<file path="config.mk">
export PLATFORM = sky130hd
export DESIGN_NAME = pb_code_lock
export DESIGN_NICKNAME = d
export VERILOG_FILES = /design/src/rtl/pb_lock_pkg.sv /design/src/rtl/pb_code_lock.sv
export SDC_FILE = /design/constraint.sdc
export NUM_CORES = 1
export LEC_CHECK = 0
export BUFFER_PORTS_ARGS = -buffer_cell sky130_fd_sc_hd__buf_2
export CAP_MARGIN = 0
export CORE_UTILIZATION = 30
export CTS_CLUSTER_SIZE = 16
export DETAILED_ROUTE_END_ITERATION = 10
export GPL_ROUTABILITY_DRIVEN = 1
export PLACE_DENSITY = 0.49
export SLEW_MARGIN = 20
export SYNTH_ARGS = -nofsm -noshare
export SYNTH_HDL_FRONTEND = slang
export SYNTH_SLANG_ARGS = --single-unit
</file>
<file path="constraint.sdc">
create_clock -name CLOCK_50_I -period 5.6 [get_ports CLOCK_50_I]
set_input_delay 0.56 -clock CLOCK_50_I [delete_from_list [all_inputs] [get_ports CLOCK_50_I]]
set_output_delay 0.56 -clock CLOCK_50_I [all_outputs]
set_load 0.02 [all_outputs]
</file>
<file path="src/rtl/pb_lock_pkg.sv">
// Shared types and constants for the push-button combination lock.
package pb_lock_pkg;

    typedef enum logic [2:0] {
        S_IDLE    = 3'd0,
        S_ENTRY   = 3'd1,
        S_OPEN    = 3'd2,
        S_LOCKOUT = 3'd3
    } state_e;

    localparam logic [3:0] DIGIT_NONE    = 4'hf;
    localparam logic [3:0] DIGIT_INVALID = 4'he;

    // Digit d of the switch code lives in bits [2d+1:2d].
    function automatic logic [1:0] code_digit(input logic [7:0] code, input logic [1:0] idx);
        logic [7:0] shifted;
        shifted = code >> {idx, 1'b0};
        return shifted[1:0];
    endfunction

endpackage

</file>
<file path="src/rtl/pb_code_lock.sv">
// Four-press combination lock with timed open window, entry timeout and error lockout.
module pb_code_lock
    import pb_lock_pkg::*;
#(
    parameter int unsigned MAX_ERRORS       = 3,
    parameter int unsigned OPEN_MS          = 5000,
    parameter int unsigned LOCKOUT_MS       = 10000,
    parameter int unsigned ENTRY_TIMEOUT_MS = 3000
) (
    input  logic       CLOCK_50_I,
    input  logic       resetn,
    input  logic       tick_1ms_i,
    input  logic [3:0] pb_pulse_i,
    input  logic [7:0] code_i,
    output logic [2:0] state_o,
    output logic       unlocked_o,
    output logic       lockout_o,
    output logic [2:0] entry_count_o,
    output logic [1:0] error_count_o,
    output logic [3:0] digit_o
);

    localparam logic [15:0] OpenLast    = 16'(OPEN_MS - 1);
    localparam logic [15:0] LockoutLast = 16'(LOCKOUT_MS - 1);
    localparam logic [15:0] EntryLast   = 16'(ENTRY_TIMEOUT_MS - 1);
    localparam logic [1:0]  MaxErr      = 2'(MAX_ERRORS);

    state_e      state_q, state_d;
    logic [2:0]  entry_q, entry_d;
    logic [1:0]  err_q, err_d;
    logic [3:0]  digit_q, digit_d;
    logic [15:0] timer_q, timer_d;
    logic [7:0]  code_q, code_d;
    logic        mism_q, mism_d;
    logic        unlocked_q, unlocked_d;
    logic        lockout_q, lockout_d;

    logic        press_any, press_valid, accepted, expire, mism_new;
    logic [1:0]  press_idx, err_inc;
    logic [3:0]  press_digit;
    logic [15:0] timer_last;

    always_comb begin
        press_any   = |pb_pulse_i;
        press_valid = $onehot(pb_pulse_i);
        case (pb_pulse_i)
            4'b0010: press_idx = 2'd1;
            4'b0100: press_idx = 2'd2;
            4'b1000: press_idx = 2'd3;
            default: press_idx = 2'd0;
        endcase
        press_digit = press_valid ? {2'b00, press_idx} : DIGIT_INVALID;

        case (state_q)
            S_OPEN:    timer_last = OpenLast;
            S_LOCKOUT: timer_last = LockoutLast;
            default:   timer_last = EntryLast;
        endcase
        expire  = tick_1ms_i && (timer_q == timer_last);
        err_inc = (err_q == MaxErr) ? err_q : err_q + 2'd1;
    end

    always_comb begin
        state_d  = state_q;
        entry_d  = entry_q;
        err_d    = err_q;
        digit_d  = digit_q;
        code_d   = code_q;
        mism_d   = mism_q;
        accepted = 1'b0;
        mism_new = mism_q;

        case (state_q)
            S_IDLE: begin
                if (press_any) begin
                    accepted = 1'b1;
                    state_d  = S_ENTRY;
                    entry_d  = 3'd1;
                    digit_d  = press_digit;
                    code_d   = code_i;
                    mism_d   = !press_valid || (press_idx != code_digit(code_i, 2'd0));
                end
            end
            S_ENTRY: begin
                if (press_any) begin
                    accepted = 1'b1;
                    entry_d  = entry_q + 3'd1;
                    digit_d  = press_digit;
                    mism_new = mism_q || !press_valid
                               || (press_idx != code_digit(code_q, entry_q[1:0]));
                    mism_d   = mism_new;
                    if (entry_q == 3'd3) begin
                        if (!mism_new) begin
                            state_d = S_OPEN;
                            err_d   = 2'd0;
                        end else begin
                            err_d   = err_inc;
                            entry_d = 3'd0;
                            if (err_inc == MaxErr) begin
                                state_d = S_LOCKOUT;
                            end else begin
                                state_d = S_IDLE;
                                digit_d = DIGIT_NONE;
                            end
                        end
                    end
                end else if (expire) begin
                    state_d = S_IDLE;
                    entry_d = 3'd0;
                    digit_d = DIGIT_NONE;
                end
            end
            S_OPEN: begin
                if (press_any || expire) begin
                    state_d = S_IDLE;
                    entry_d = 3'd0;
                    digit_d = DIGIT_NONE;
                end
            end
            S_LOCKOUT: begin
                if (expire) begin
                    state_d = S_IDLE;
                    err_d   = 2'd0;
                    entry_d = 3'd0;
                    digit_d = DIGIT_NONE;
                end
            end
            default: begin
                state_d = S_IDLE;
                entry_d = 3'd0;
                digit_d = DIGIT_NONE;
            end
        endcase

        // Idle has no timeout, so the timer only runs in the timed states.
        if ((state_d != state_q) || accepted) begin
            timer_d = 16'd0;
        end else if (tick_1ms_i && (state_q != S_IDLE)) begin
            timer_d = timer_q + 16'd1;
        end else begin
            timer_d = timer_q;
        end

        unlocked_d = (state_d == S_OPEN);
        lockout_d  = (state_d == S_LOCKOUT);
    end

    always_ff @(posedge CLOCK_50_I or negedge resetn) begin
        if (!resetn) begin
            state_q    <= S_IDLE;
            entry_q    <= 3'd0;
            err_q      <= 2'd0;
            digit_q    <= DIGIT_NONE;
            timer_q    <= 16'd0;
            code_q     <= 8'd0;
            mism_q     <= 1'b0;
            unlocked_q <= 1'b0;
            lockout_q  <= 1'b0;
        end else begin
            state_q    <= state_d;
            entry_q    <= entry_d;
            err_q      <= err_d;
            digit_q    <= digit_d;
            timer_q    <= timer_d;
            code_q     <= code_d;
            mism_q     <= mism_d;
            unlocked_q <= unlocked_d;
            lockout_q  <= lockout_d;
        end
    end

    assign state_o       = state_q;
    assign unlocked_o    = unlocked_q;
    assign lockout_o     = lockout_q;
    assign entry_count_o = entry_q;
    assign error_count_o = err_q;
    assign digit_o       = digit_q;

endmodule

</file>
Word-level counts from Yosys, hierarchy flattened
Cells that the tools add are included.
{"block": "op_classes", "eq_ne": 21, "n_addsub": 6, "n_reduce_logical": 19, "n_mux": 39, "n_shift": 1}
{"operator": "3-bit 2-to-1 mux", "n": 11}
{"operator": "16-bit 2-to-1 mux", "n": 2}
{"operator": "4-bit 2-to-1 mux", "n": 8}
{"operator": "14-bit case mux with 2 select lines", "n": 1}
{"operator": "3-bit case mux with 4 select lines", "n": 2}
{"operator": "16-bit by 1-bit adder with 16-bit output, second input constant", "n": 1}
{"operator": "16-bit == test", "n": 1}
{"operator": "4-bit case mux with 4 select lines", "n": 1}
{"operator": "3-bit by 2-bit == test with 1-bit output, second input constant", "n": 5}
{"operator": "2-bit 2-to-1 mux", "n": 7}
{"operator": "2-bit != test, second input constant", "n": 5}
{"operator": "8-bit by 3-bit right shift with 2-bit output", "n": 1}
{"operator": "3-bit by 1-bit == test with 1-bit output, second input constant", "n": 2}
{"operator": "2-bit case mux with 3 select lines", "n": 1}
{"operator": "2-bit nonzero test", "n": 3}
{"operator": "1-bit logical OR", "n": 5}
{"operator": "1-bit by 1-bit adder with 2-bit output", "n": 2}
{"operator": "2-bit == test, second input constant", "n": 2}
{"operator": "4-bit by 2-bit == test with 1-bit output, second input constant", "n": 1}
{"operator": "4-bit by 3-bit == test with 1-bit output, second input constant", "n": 1}
{"operator": "4-bit == test, second input constant", "n": 1}
{"operator": "1-bit 2-to-1 mux", "n": 4}
{"operator": "2-bit != test", "n": 2}
{"operator": "2-bit case mux with 2 select lines", "n": 1}
{"operator": "other kinds (14)", "n": 16}
{"block": "totals", "out_inout_bits": 14, "word_cells": 95, "regBits": 39}

Logic depth before layout (Yosys ltp)
{"block": "depth", "ltp_word": 13, "depth_mapped": 12}

Least setup slack after synthesis
OpenSTA, ideal clock, no wires.
{"block": "synth_timing", "kind": "in2reg", "from": "input pb_pulse_i[0]", "to": "register mism_q", "cell_stages": 12, "setup_slack_ps": 2898, "arrival_time_ps": 2577, "required_time_ps": 5475, "path_cell_list": "inv_1 fa_1 inv_1 ha_1 ha_1 nor2_1 nand2_1 nor2_1 and3_4 buf_6 a21oi_1 mux2_2"}
{"block": "synth_between", "elab_chain_len": 8}
{"item": "from (decl)", "line": "pb_code_lock.sv:13", "rtl": "input logic [3:0] pb_pulse_i,"}
{"item": "1-bit by 1-bit adder with 2-bit output (not written as such)", "line": "pb_code_lock.sv:45", "rtl": "press_valid = $onehot(pb_pulse_i);"}
{"item": "2-bit by 2-bit adder with 3-bit output (not written as such)", "line": "pb_code_lock.sv:45"}
{"item": "3-bit by 1-bit == test with 1-bit output", "line": "pb_code_lock.sv:45"}
{"item": "1-bit logical NOT", "line": "pb_code_lock.sv:81, pb_code_lock.sv:89"}
{"item": "1-bit logical OR", "line": "pb_code_lock.sv:89", "rtl": "mism_new = mism_q || !press_valid"}
{"item": "1-bit logical OR", "line": "pb_code_lock.sv:90", "rtl": "|| (press_idx != code_digit(code_q, entry_q[1:0]));"}
{"item": "1-bit 2-to-1 mux", "line": "pb_code_lock.sv:85", "rtl": "if (press_any) begin"}
{"item": "1-bit case mux with 2 select lines", "line": "pb_code_lock.sv:73", "rtl": "case (state_q)"}
{"item": "to (signal assigned)", "line": "pb_code_lock.sv:166", "rtl": "mism_q <= mism_d;"}
{"item": "to (decl)", "line": "pb_code_lock.sv:34", "rtl": "logic mism_q, mism_d;"}
Parallel ways exist; a longest one is shown, timed or not. The select of a mux whose other input is x is not followed.
A chain may end at the register's enable or synchronous reset.

Worst setup path after layout
{"block": "layout_timing", "from": "register state_q[1], in the netlist state_o[1]", "to": "register entry_q[2], in the netlist entry_count_o[2]"}
{"block": "layout_between", "elab_chain_len": 7}
{"item": "from (decl)", "line": "pb_code_lock.sv:28", "rtl": "state_e state_q, state_d;"}
{"item": "from (signal assigned)", "line": "pb_code_lock.sv:160", "rtl": "state_q <= state_d;"}
{"item": "3-bit by 2-bit == test with 1-bit output", "line": "pb_code_lock.sv:54, pb_code_lock.sv:73"}
{"item": "14-bit case mux with 2 select lines", "line": "pb_code_lock.sv:54", "rtl": "case (state_q)"}
{"item": "16-bit == test", "line": "pb_code_lock.sv:59", "rtl": "expire = tick_1ms_i && (timer_q == timer_last);"}
{"item": "1-bit logical AND", "line": "pb_code_lock.sv:59"}
{"item": "3-bit 2-to-1 mux / 1-bit logical OR (equally long branches)"}
{"item": "3-bit 2-to-1 mux / 2-bit != test (equally long branches)"}
{"item": "3-bit case mux with 4 select lines / 2-bit AND reduction (equally long branches)"}
{"item": "to (signal assigned)", "line": "pb_code_lock.sv:161", "rtl": "entry_q <= entry_d;"}
{"item": "to (decl)", "line": "pb_code_lock.sv:29", "rtl": "logic [2:0] entry_q, entry_d;"}
Parallel ways exist; a longest one is shown, timed or not.

==> out/summary.txt <==
Syn Std Cell Area - 0.00234 mm²
CTS Buffer Depth - 2
Setup crit end kind - flip-flop
status - complete, no violations
Core Rows - 31
Die Ht - 90.3 µm
CP max-delay cell - dfrtp_1
WP data required - 5.79 ns
ys flop type - dfrtp_1
Num CTS Buffers - 5
Tightest Pin Transition - 0.864 ns
final core occ - 36.1%
H-Tree Depth - 2
Reg-to-Reg End - entry_count_o[2]
unrepaired setup endpoints after global routing - false
switching fraction of total power - 29.1%
chip width - 90.3 µm
router iterations before antenna repair - 5
WP buf/inv - 0
clock sinks - 39
syn_nets - 257
Net Switching - 0.220 mW
Fin Clk Skew - 0.00997 ns
die area - 0.00815 mm²
IO Count - 29
Synth top area share - 37.5%
worst hold path class - in2async
Clock Tree Root - clkbuf_8
most frequent cell after synthesis - dfrtp_1
port bufs - 28
Ys Warns - 0
worst setup margin - 2.94 ns
final worst path period share - 47.5%
Seq pwr share - 46.0%
grt ovf - 0
first-pass GRT wire length - 8.69 mm
Cell Count, Final, Fillers Out - 363
wire per inst - 14.2 µm
vias per std cell - 5.02
Arr. time, crit path - 2.85 ns
crit path max fanout - 19
Synth cell types - 57
Crit Reg-Reg Startpoint - state_o[1]
Resized cells post-CTS - 0
pwr dens - 283 mW/mm²
Ant. Diodes - 0
Worst-path clk slew - 0.08 ns
Post-CTS Setup Bufs - 0
Int Pwr - 0.538 mW
worst slack, placed - 2.71 ns
biggest area consumer among synthesized cells - dfrtp_1
GP Congestion - 0.795
Mapped Cells - 235
fin. max-slew vios - 0
Post-synth EDFFs - 0
cts hold-fix bufs - 0
Max VDD drop - 0.000139 V
R2R cell count - 6
CTS tree - yes
reg2reg setup slack - 2.94 ns
# setup viols final - 0
Min Hold Slack - 0.370 ns
drc violations - 0
CP Cell Sequence - nand3b_1, mux2i_1, a2111o_1, a21boi_4, o21ai_2, a22o_1
Clk pwr share - 32.8%
critical path class - reg2reg
Comb pwr share - 21.2%
Final HPWL DP - 3.79 mm
Total GRT Usage - 13.5%
share of cells above drive strength 1 - 21.6%
wire length after detailed routing - 5.15 mm
Period minus WS final - 2.66 ns
vias in the first global route - 1780
clk_lat worst skew - 0.30 ns
Max Cap Viol - 0
Starting Density - 31.6%
initial antenna violation count - 0
Fin. Hold Viols - 0
max_slew headroom - 42.4%
# nets final - 285
placed cells - 355
antenna viol nets, final - 0
register area share after synthesis - 41.9%
area of the core - 0.00741 mm²
Post-Route Setup TNS - 0 ns
fmax - 376 MHz
Commonest cells post-synth - dfrtp_1, nor2_1, nand2_1
fraction of registers with async set or reset after synthesis - 100%
post-synthesis register bit count - 39
slowest stage delay, CP - 0.70 ns
iteration-0 DRC count of the detailed router - 100
CP startpoint kind - flip-flop
DR vias - 1824
leakage - 1.13 nW
largest net degree at the start of global routing - 40
Layout fillers - 775
Area growth, synth to finish - 14.4%
largest cells by area after synthesis - dfrtp_1, xor2_1, nor2_1, dfstp_2, mux2_2
syn avg cell area - 9.95 µm²
Top delay family on crit path - compound AO/OA/AOI/OAI gates
## registers in the layout (all words and copies together) (netlist names)
name	count
state_o	3
lockout_o	1
code_q	8
unlocked_o	1
digit_o	4
mism_q	1
entry_count_o	3
error_count_o	2
timer_q	16
## layout make-up
class                   count  area, µm²  area share, %
flip-flops and latches     39        981           36.7
clock inverters             2       35.0           1.31
multi-input cells         178       1270           47.5
well taps                  99        124           4.63
inverters                  11       41.3           1.54
repair buffers             28        140           5.24
clock buffers               6       82.6           3.09
## worst register-to-register path, stage by stage, from the launching register on
cell      delay, ns
dfrtp_1        0.70
nand3b_1       0.27
mux2i_1        0.24
a2111o_1       0.52
a21boi_4       0.52
o21ai_2        0.11
a22o_1         0.20
## stage by stage
step	instance area [µm²]	power [mW]
after global placement	2560	0.516
after global routing	2680	0.806
after detailed placement	2560	0.518
after CTS	2680	0.770
final	2680	0.758
after floorplan	2340	0.468
## worst max-delay path by stage
stage | from | endpoint | slack, ns | depth (start not counted)
2_1_floorplan | pb_pulse_i[0] | mism_q | 2.90 | 12
3_3_place_gp | pb_pulse_i[0] | digit_o[2] | 2.73 | 12
3_5_place_dp | pb_pulse_i[0] | mism_q | 2.71 | 12
4_1_cts | state_o[1] | entry_count_o[2] | 2.89 | 6
5_1_grt | state_o[1] | entry_count_o[2] | 2.73 | 6
6_report | state_o[1] | entry_count_o[2] | 2.94 | 6
## cell usage in the layout, fill, tap and decap left out, types with 6 or more instances in the layout
master / Yosys / final
nand2_1: 22 / 22
a21oi_1: 9 / 9
o21ai_0: 8 / 8
inv_1: 11 / 11
dfrtp_1: 35 / 35
xor2_1: 14 / 14
clkbuf_8: 0 / 6
nor3_1: 7 / 7
nor2_1: 29 / 29
nand4_1: 6 / 6
xnor2_1: 7 / 7
mux2_2: 9 / 9
ha_1: 6 / 6
buf_2: 3 / 28
## power by group through the flow
| stage | Combinational (mW) | Sequential, mW | Clock, mW |
|---|---|---|---|
| after floorplan | 0.114 | 0.355 | 0 |
| after global placement | 0.161 | 0.355 | 0 |
| after detailed placement | 0.163 | 0.355 | 0 |
| after CTS | 0.164 | 0.349 | 0.257 |
| after global routing | 0.182 | 0.355 | 0.269 |
| final | 0.161 | 0.349 | 0.249 |
## metal layers
metal	wire (µm)	global-route usage (%)	vias to the layer above	share of wire (%)
li1	-	-	894	-
met5	0	0	-	0
met4	64	3.63	0	1.2
met1	2620	18.3	885	51
met2	2270	21.4	39	44
met3	205	3.28	6	4.0
## cell families (layout without fill, tap and decap cells)
logic type                 after synthesis  after routing  synth area share [%]
xor gates and xnor gates                21             21                  7.87
muxes                                   14             14                  7.70
DFF                                     39             39                  41.9
other                                    1              1                 0.160
and+or+nand+nor                         93             93                  20.6
AOI/OAI and AO/OA                       42             42                  14.0
adders and majority gates                7              7                  4.07
buffers and inverters                   18             47                  3.69
Power figures use the tool's default switching activity.
